$ cat config.mk
export PLATFORM = sky130hd
export DESIGN_NAME = pc_fetch
export DESIGN_NICKNAME = d
export VERILOG_FILES = /design/src/rtl/pc_fetch_pkg.sv /design/src/rtl/jump_cond.sv /design/src/rtl/pc_fetch.sv
export SDC_FILE = /design/constraint.sdc
export NUM_CORES = 1
export LEC_CHECK = 0
export ABC_AREA = 1
export CAP_MARGIN = 15
export CORE_MARGIN = 2
export CORE_UTILIZATION = 44
export CTS_BUF_LIST = sky130_fd_sc_hd__clkbuf_8 sky130_fd_sc_hd__clkbuf_16
export DETAILED_ROUTE_END_ITERATION = 8
export PLACE_DENSITY = 0.85
export SYNTH_ARGS = -nofsm -noshare
export SYNTH_HDL_FRONTEND = slang
export SYNTH_HIERARCHICAL = 1
export SYNTH_SLANG_ARGS = --single-unit
$ cat constraint.sdc
create_clock -name clk -period 4.1 [get_ports clk]
set_clock_uncertainty 0.2 [all_clocks]
set_input_delay 0.41 -clock clk [delete_from_list [all_inputs] [get_ports clk]]
set_output_delay 0.41 -clock clk [all_outputs]
set_load 0.005 [all_outputs]
$ cat src/rtl/pc_fetch_pkg.sv
// Shared definitions for the Hack PC / instruction-fetch sequencer:
// FSM state encodings and the bit positions of the jump field.
package pc_fetch_pkg;

    typedef enum logic [1:0] {
        S_IDLE = 2'd0,
        S_REQ  = 2'd1,
        S_EXEC = 2'd2
    } state_t;

    // j1 j2 j3 = jump on out<0, out==0, out>0
    localparam int J1 = 2;
    localparam int J2 = 1;
    localparam int J3 = 0;

endpackage

$ cat src/rtl/jump_cond.sv
// Hack jump-condition evaluation: combines the C-instruction jump bits with the
// ALU zr/ng flags to decide whether the A register becomes the next PC.
module jump_cond
    import pc_fetch_pkg::*;
(
    input  logic       is_c,
    input  logic [2:0] jmp,
    input  logic       zr,
    input  logic       ng,
    output logic       taken
);

    // out>0 is neither negative nor zero; A-instructions never jump.
    assign taken = is_c & ((jmp[J1] & ng) | (jmp[J2] & zr) | (jmp[J3] & ~ng & ~zr));

endmodule

$ cat src/rtl/pc_fetch.sv
// Hack program counter plus instruction-fetch sequencer with a req/ack ROM port,
// so wait-state ROMs can be placed behind it.
module pc_fetch
    import pc_fetch_pkg::*;
#(
    parameter int               WIDTH      = 16,
    parameter logic [WIDTH-1:0] RESET_ADDR = '0
) (
    input  logic             clk,
    input  logic             reset,
    input  logic             soft_rst,
    output logic [WIDTH-1:0] rom_addr,
    output logic             rom_req,
    input  logic             rom_ack,
    input  logic [WIDTH-1:0] rom_data,
    output logic [WIDTH-1:0] instr,
    output logic             instr_valid,
    input  logic             stall,
    input  logic             is_c,
    input  logic [2:0]       jmp,
    input  logic             zr,
    input  logic             ng,
    input  logic [WIDTH-1:0] a_in,
    output logic [WIDTH-1:0] pc
);

    state_t           state;
    state_t           next_state;
    logic [WIDTH-1:0] pc_d;
    logic [WIDTH-1:0] pc_inc;
    logic [WIDTH-1:0] next_pc;
    logic             load_instr;
    logic             taken;

    jump_cond u_jump_cond (
        .is_c  (is_c),
        .jmp   (jmp),
        .zr    (zr),
        .ng    (ng),
        .taken (taken)
    );

    // Next-PC select: sequential fetch wraps modulo 2^WIDTH, jumps take A.
    assign pc_inc  = pc + WIDTH'(1);
    assign next_pc = taken ? a_in : pc_inc;

    always_comb begin
        // NOTE: every output of this block gets a default first, so no path can infer a latch.
        next_state = state;
        pc_d       = pc;
        load_instr = 1'b0;
        if (soft_rst) begin
            // Restart wins over stall and over any ack arriving in the same cycle.
            next_state = S_IDLE;
            pc_d       = RESET_ADDR;
        end else begin
            case (state)
                S_IDLE: next_state = S_REQ;
                S_REQ: begin
                    if (rom_ack) begin
                        load_instr = 1'b1;
                        next_state = S_EXEC;
                    end
                end
                S_EXEC: begin
                    if (!stall) begin
                        pc_d       = next_pc;
                        next_state = S_REQ;
                    end
                end
                default: next_state = S_IDLE;
            endcase
        end
    end

    always_ff @(posedge clk or posedge reset) begin
        // NOTE: state uses non-blocking assignments so every register samples pre-edge values.
        if (reset) begin
            state <= S_IDLE;
            pc    <= RESET_ADDR;
            instr <= '0;
        end else begin
            state <= next_state;
            pc    <= pc_d;
            if (load_instr) instr <= rom_data;
        end
    end

    // Outputs decode straight from registers; an async reset clears them at once.
    assign rom_req     = (state == S_REQ);
    assign instr_valid = (state == S_EXEC);
    assign rom_addr    = pc;

endmodule

### Word-level counts from Yosys, hierarchy flattened

Cells that the tools add are included.

| word-level totals | value |
|---|---|
| bits in registers | 34 |
| bits in latches | 0 |
| bits in writable memories | 0 |
| ROM bits | 0 |
| bits of input ports | 43 |
| output and inout port bits | 50 |
| memories | 0 |

| cells by class | value |
|---|---|
| $add $sub $neg | 1 |
| multipliers | 0 |
| divide/modulo/power cells | 0 |
| $lt $le $gt $ge | 0 |
| equal/unequal tests | 5 |
| shift-type cells | 0 |
| multiplexer cells | 11 |
| bitwise gates (word level) | 9 |
| reduce and logical (&&, ||, !) cells | 4 |

Operators with widths:

| operator | number |
|---|---|
| $mux W16 | 4 |
| $add A16 B1 Y16 const B | 1 |
| $mux W2 | 3 |
| $pmux W2 S3 | 1 |
| $and A1 B1 Y1 | 5 |
| $reduce_and A2 Y1 | 2 |
| $mux W1 | 3 |
| $ne A3 B2 Y1 const B | 1 |
| $ne A3 B3 Y1 const B | 1 |
| $eq A2 B1 Y1 const B | 1 |
| $eq A2 B2 Y1 const B | 1 |
| $logic_not A2 Y1 | 1 |
| $ne A2 B2 Y1 const B | 1 |
| $not A1 Y1 | 2 |
| $or A1 B1 Y1 | 2 |
| $reduce_bool A2 Y1 | 1 |

### Longest topological paths before layout

| depth | value |
|---|---|
| word-level depth | 9 |
| depth in mapped cells | 10 |

### Modules after synthesis

Netlist, hierarchy kept.

Modules (own cells, without submodules):

| module | instances | cells each | area an instance (um^2) | sequential area each (um^2) |
|---|---|---|---|---|
| pc_fetch | 1 | 244 | 2,001.9 | 850.8 |
| jump_cond | 1 | 9 | 40.0 | 0.0 |

### Worst setup path before layout

OpenSTA, ideal clock, no wires.

| timing | value |
|---|---|
| path type | input -> register |
| from | input port zr |
| to | register pc[2] |
| arrival time | 1.424 ns |
| data required time | 3.775 ns |
| setup slack | 2.351 ns |
| cell stages on the path | 7 |
| buffers on the path | 1 |
| path through | inv_1 nand3_1 a21oi_2 clkinv_1 clkbuf_1 o2111ai_1 nand2_1 |

| on the way | value |
|---|---|
| word-level cells in the longest chain between the ends | 8 |

RTL lines:

| item | line | source |
|---|---|---|
| start, declared | pc_fetch.sv:21 | `input logic zr,` |
| $and A1 B1 Y1 or $not A1 Y1 (tied branches) | jump_cond.sv:14 | `assign taken = is_c & ((jmp[J1] & ng) \| (jmp[J2] & zr) \| (jmp[J3] & ~ng & ~zr));` |
| $or A1 B1 Y1 or $and A1 B1 Y1 (tied branches) | jump_cond.sv:14 |  |
| $or A1 B1 Y1 (*) | jump_cond.sv:14 |  |
| $and A1 B1 Y1 (*) | jump_cond.sv:14 |  |
| net taken | pc_fetch.sv:33 | `logic taken;` |
| $mux W16 (*) | pc_fetch.sv:45 | `assign next_pc = taken ? a_in : pc_inc;` |
| $mux W16 (*) | pc_fetch.sv:66 | `if (!stall) begin` |
| $mux W16 (*) | pc_fetch.sv:57 | `case (state)` |
| $mux W16 (*) | pc_fetch.sv:52 | `if (soft_rst) begin` |
| end signal, assigned | pc_fetch.sv:84 | `pc <= pc_d;` |
| end, declared | pc_fetch.sv:24 | `output logic [WIDTH-1:0] pc` |

The timed path passes the listed nets; every way through them passes the cells marked *. The select of a mux whose other input is x is not followed.
A chain may end at the register's enable or synchronous reset.

### Final worst setup path

| timing | value |
|---|---|
| from | input port ng |
| to | register pc[8] |

| on the way | value |
|---|---|
| word-level cells in the longest chain between the ends | 9 |

RTL lines:

| item | line | source |
|---|---|---|
| start, declared | pc_fetch.sv:22 | `input logic ng,` |
| $not A1 Y1 | jump_cond.sv:14 |  |
| $and A1 B1 Y1 (2 in series) | jump_cond.sv:14 |  |
| $or A1 B1 Y1 (*) | jump_cond.sv:14 |  |
| $and A1 B1 Y1 (*) | jump_cond.sv:14 |  |
| net taken | pc_fetch.sv:33 |  |
| $mux W16 (*) | pc_fetch.sv:45 |  |
| $mux W16 (*) | pc_fetch.sv:66 |  |
| $mux W16 (*) | pc_fetch.sv:57 |  |
| $mux W16 (*) | pc_fetch.sv:52 |  |

Marks and branches as above.

==> results.md <==
| Result | Reported | Unit |
|:---|:---|:---|
| Number of design-rule violations left by the first detailed-router iteration | 80 | - |
| Vias in the first global route | 1918 | - |
| Number of port buffers | 92 | - |
| Synth Warn # | 6 | - |
| Share of the synthesized area in the top cell type | 0.4167 | - |
| Final Instance Count excl. Fillers | 383 | - |
| Overall via count from detail_route | 1874 | - |
| Share of the cycle needed by the critical path after routing | 0.5987 | - |
| Initial antenna violation count | 0 | - |
| Post-DRT Antenna Nets | 0 | - |
| Portion of total power attributed to sequential cells | 0.430 | - |
| TritonCTS clock tree | built | - |
| Ordered list of cells on the worst path | clkdlybuf4s50_1 > nand2_1 > nand2_1 > inv_1 > a21oi_2 > clkinv_1 > nor2_1 > nor2_2 > nand2_1 > nand2_1 | - |
| First-pass GRT wire length | 8.190 | mm |
| Floorplan die area | 5202 | sq um |
| Largest family of logic cells by synthesized area | simple AND/OR/NAND/NOR gates | - |
| Worst hold slack across all endpoints | 308.2 | ps |
| Setup violators final | 0 | - |
| Hold violation total from the final report | 0 | - |
| Total power | 1.085 | mW |
| # IOs | 93 | - |
| Area share of xor/xnor cells in the synthesized design | 0.03002 | - |
| Number of sinks driven by the clock tree | 34 | - |
| Share of power burned in the clock network | 0.221 | - |
| Count of hold buffers inserted by post-cts repair | 0 | - |
| Num CTS Buffers | 5 | - |
| Sort of element at the end of the critical path | flop | - |
| Actual slew at the worst max-slew pin | 649.8 | ps |
| Data required time at the worst endpoint | 4070 | ps |
| Count of buffers added by post-CTS timing repair for setup | 0 | - |
| Arrival time of the worst setup path | 2420 | ps |
| Global-route usage over all layers | 0.2017 | - |
| Worst-skew pair later-pin latency | 280 | ps |
| Maximum single-stage delay on the critical path | 600 | ps |
| Area growth syn-to-layout | 45.10 | % |
| Root Buffer | clkbuf_8 | - |
| Comb power frac | 0.349 | - |
| H-tree depth | 2 | - |
| Via density per instance | 4.893 | - |
| Fraction of layout cells with a size suffix above 1 | 0.09366 | - |
| Path category of the worst min-delay check | reg2reg | - |
| Cells resized by post-CTS repair | 0 | - |
| Worst-case setup slack after placement | 1347 | ps |
| Switch share | 0.2681 | - |
| Clock period minus worst slack | 2455 | ps |
| HPWL after DPL | 3.599 | mm |
| Switching power | 290.9 | uW |
| Startpoint types | primary input | - |
| Yosys cell types | 27 | - |
| Maximum number of pins on one net before global-route repair | 35 | - |
| CORE AREA | 4414 | sq um |
| Peak VDD IR | 0.2646 | mV |
| Number of antenna cells inserted | 0 | - |
| Library cell occupying the most area in the post-synthesis netlist | dfrtp_1 | - |
| Pwr Density | 366.1 | nW/um^2 |
| Drt wl/cell | 12.60 | microns |
| Post-synthesis share of cell area spent on and, or, nand and nor gates | 0.2727 | - |
| R2R setup slack | 2310 | ps |
| Critical-path cell with the highest stage delay | clkinv_1 | - |
| GR Overflow Total | 0 | - |
| Top achievable clock speed | 407.4 | MHz |
| Cell-internal power | 794.0 | uW |
| Biggest area contributors in the synthesized netlist | dfrtp_1 42%, nand2_1 12%, nor2_1 7.0%, mux2_4 6.6%, buf_4 5.9% | - |
| Synth Register Bits | 34 | - |
| Share of cell area taken by muxes after synthesis | 0.1097 | - |
| Effective utilization at floorplan | 0.4626 | - |
| Cell area after synthesis | 2042 | sq um |
| Global placement routability congestion | 0.8063 | - |
| CP most frequent cell | nand2_1 | - |
| Synthesized-area fraction occupied by ao, oa, aoi and oai cells | 0.04105 | - |
| First-pass DRT Iterations | 5 | - |
| Finished Cell Area | 2963 | sq um |
| Post-route worst setup slack | 1645 | ps |
| Placed cell count | 377 | - |
| Standard cell area after detailed placement | 2880 | sq um |
| Count of pins over their slew limit | 0 | - |
| Synthesized netlist cell count | 253 | - |
| Category of the most critical setup path | in2reg | - |
| Leakage power of the design | 1.396 | nW |
| Accumulated negative setup slack | 0 | ps |
| Post-Synthesis Net Count | 297 | - |
| Number of core rows | 24 | - |
| X dimension of the die | 72.13 | microns |
| Outcome | complete, no violations | - |
| Synthesized area divided by synthesized cell count | 8.071 | sq um |
| Maximum root-to-sink buffer count | 2 | - |
| Unrepaired setup endpoints after global routing | false | - |
| Height of the chip | 72.13 | microns |
| Max-Cap Viols | 0 | - |
| DRC violations left | 0 | - |
| Post-synthesis adder-cell area fraction | 0.006127 | - |
| Total length of routed wires | 4.826 | mm |
| Number of nets in the layout | 376 | - |
| Final design utilization | 0.6712 | - |
| Headroom to the max-slew limit | 0.5641 | - |
| Post-CTS clock slew at the launch and capture registers of the worst setup and hold paths | 60 | ps |
| Critical path fanouts, max | 26 | - |
| Fraction of the yosys area taken by sequential cells | 0.4167 | - |
power by group through the flow:
stage	registers (mW)	logic [mW]	clock network, mW
2_1_floorplan	0.467	0.164	0
3_3_place_gp	0.468	0.375	0
3_5_place_dp	0.469	0.382	0
4_1_cts	0.467	0.384	0.248
5_1_grt	0.477	0.413	0.259
6_report	0.466	0.379	0.240
logic make-up after synthesis:
family                     Yosys count
AOI/OAI and AO/OA                   15
xor gates and xnor gates             7
adders and majority gates            1
buffers and inverters               47
DFF                                 34
muxes                               17
and+or+nand+nor                    132
final timing paths:
| kind | endpoint | startpoint | cells past startpoint |
|---|---|---|---|
| max in group asynchronous | instr[13] | reset | 3 |
| min in group asynchronous | pc[11] | reset | 3 |
| hold / removal | instr[14] | instr[14] | 1 |
| hold reg to reg | instr[14] | instr[14] | 1 |
| setup / recovery | pc[8] | ng | 10 |
| setup reg to reg | pc[14] | pc[0] | 8 |
worst max-delay path, delay by kind of cell:
kind	cells	cell delay, ps
AND/OR/NAND/NOR	6	590
buffers and inverters	3	1130
AO/OA/AOI/OAI	1	270
layer usage:
metal  vias up  track usage  wire length [microns]
met2        84       0.3313                   2299
met4         0      0.09015                    114
met3        11      0.08194                    511
met5         -            0                      0
li1        935            -                      -
met1       844       0.2307                   1900
synthesized netlist by cell type:
| library cell | count |
|---|---|
| nand2_2 | 2 |
| mux2i_1 | 1 |
| nor2_4 | 1 |
| o22ai_1 | 1 |
| o21ai_1 | 1 |
| xor2_1 | 5 |
| buf_2 | 1 |
| mux2_2 | 7 |
| mux2_4 | 9 |
| nand2_1 | 67 |
| o2111ai_1 | 1 |
| nor2_1 | 38 |
| inv_1 | 24 |
| xnor2_1 | 2 |
| nor2_2 | 2 |
| inv_2 | 1 |
| nand4_1 | 3 |
| a21oi_2 | 1 |
| nand3_1 | 18 |
| dfrtp_1 | 34 |
| buf_6 | 2 |
| ha_1 | 1 |
| clkinv_1 | 1 |
| buf_4 | 16 |
| o21ai_0 | 11 |
| clkbuf_1 | 2 |
| nand3_4 | 1 |
layout by cell type (no fill, tap or decap):
| cell type | n |
|---|---|
| a21oi_2 | 1 |
| buf_4 | 1 |
| clkbuf_8 | 6 |
| clkdlybuf4s50_1 | 92 |
| clkinv_1 | 1 |
| dfrtp_1 | 34 |
| ha_1 | 1 |
| inv_1 | 24 |
| inv_2 | 1 |
| mux2_2 | 7 |
| mux2_4 | 9 |
| mux2i_1 | 1 |
| nand2_1 | 67 |
| nand2_2 | 2 |
| nand3_1 | 18 |
| nand3_4 | 1 |
| nand4_1 | 3 |
| nor2_1 | 38 |
| nor2_2 | 2 |
| nor2_4 | 1 |
| o2111ai_1 | 1 |
| o21ai_0 | 11 |
| o21ai_1 | 1 |
| o22ai_1 | 1 |
| xnor2_1 | 2 |
| xor2_1 | 5 |
cell type report:
type,instances,area [sq um]
inverter,26,97.59
timing repair buffer,93,928.4
clock buffer,6,82.58
sequential,34,850.8
multi-input combinational,172,938.4
fill,361,1451
tap,52,65.06
state kept, by name, summed over array words and instances (netlist names):
name and flops:
instr 16, pc 16, state 2
No activity file was read; power rests on OpenSTA's default activity.
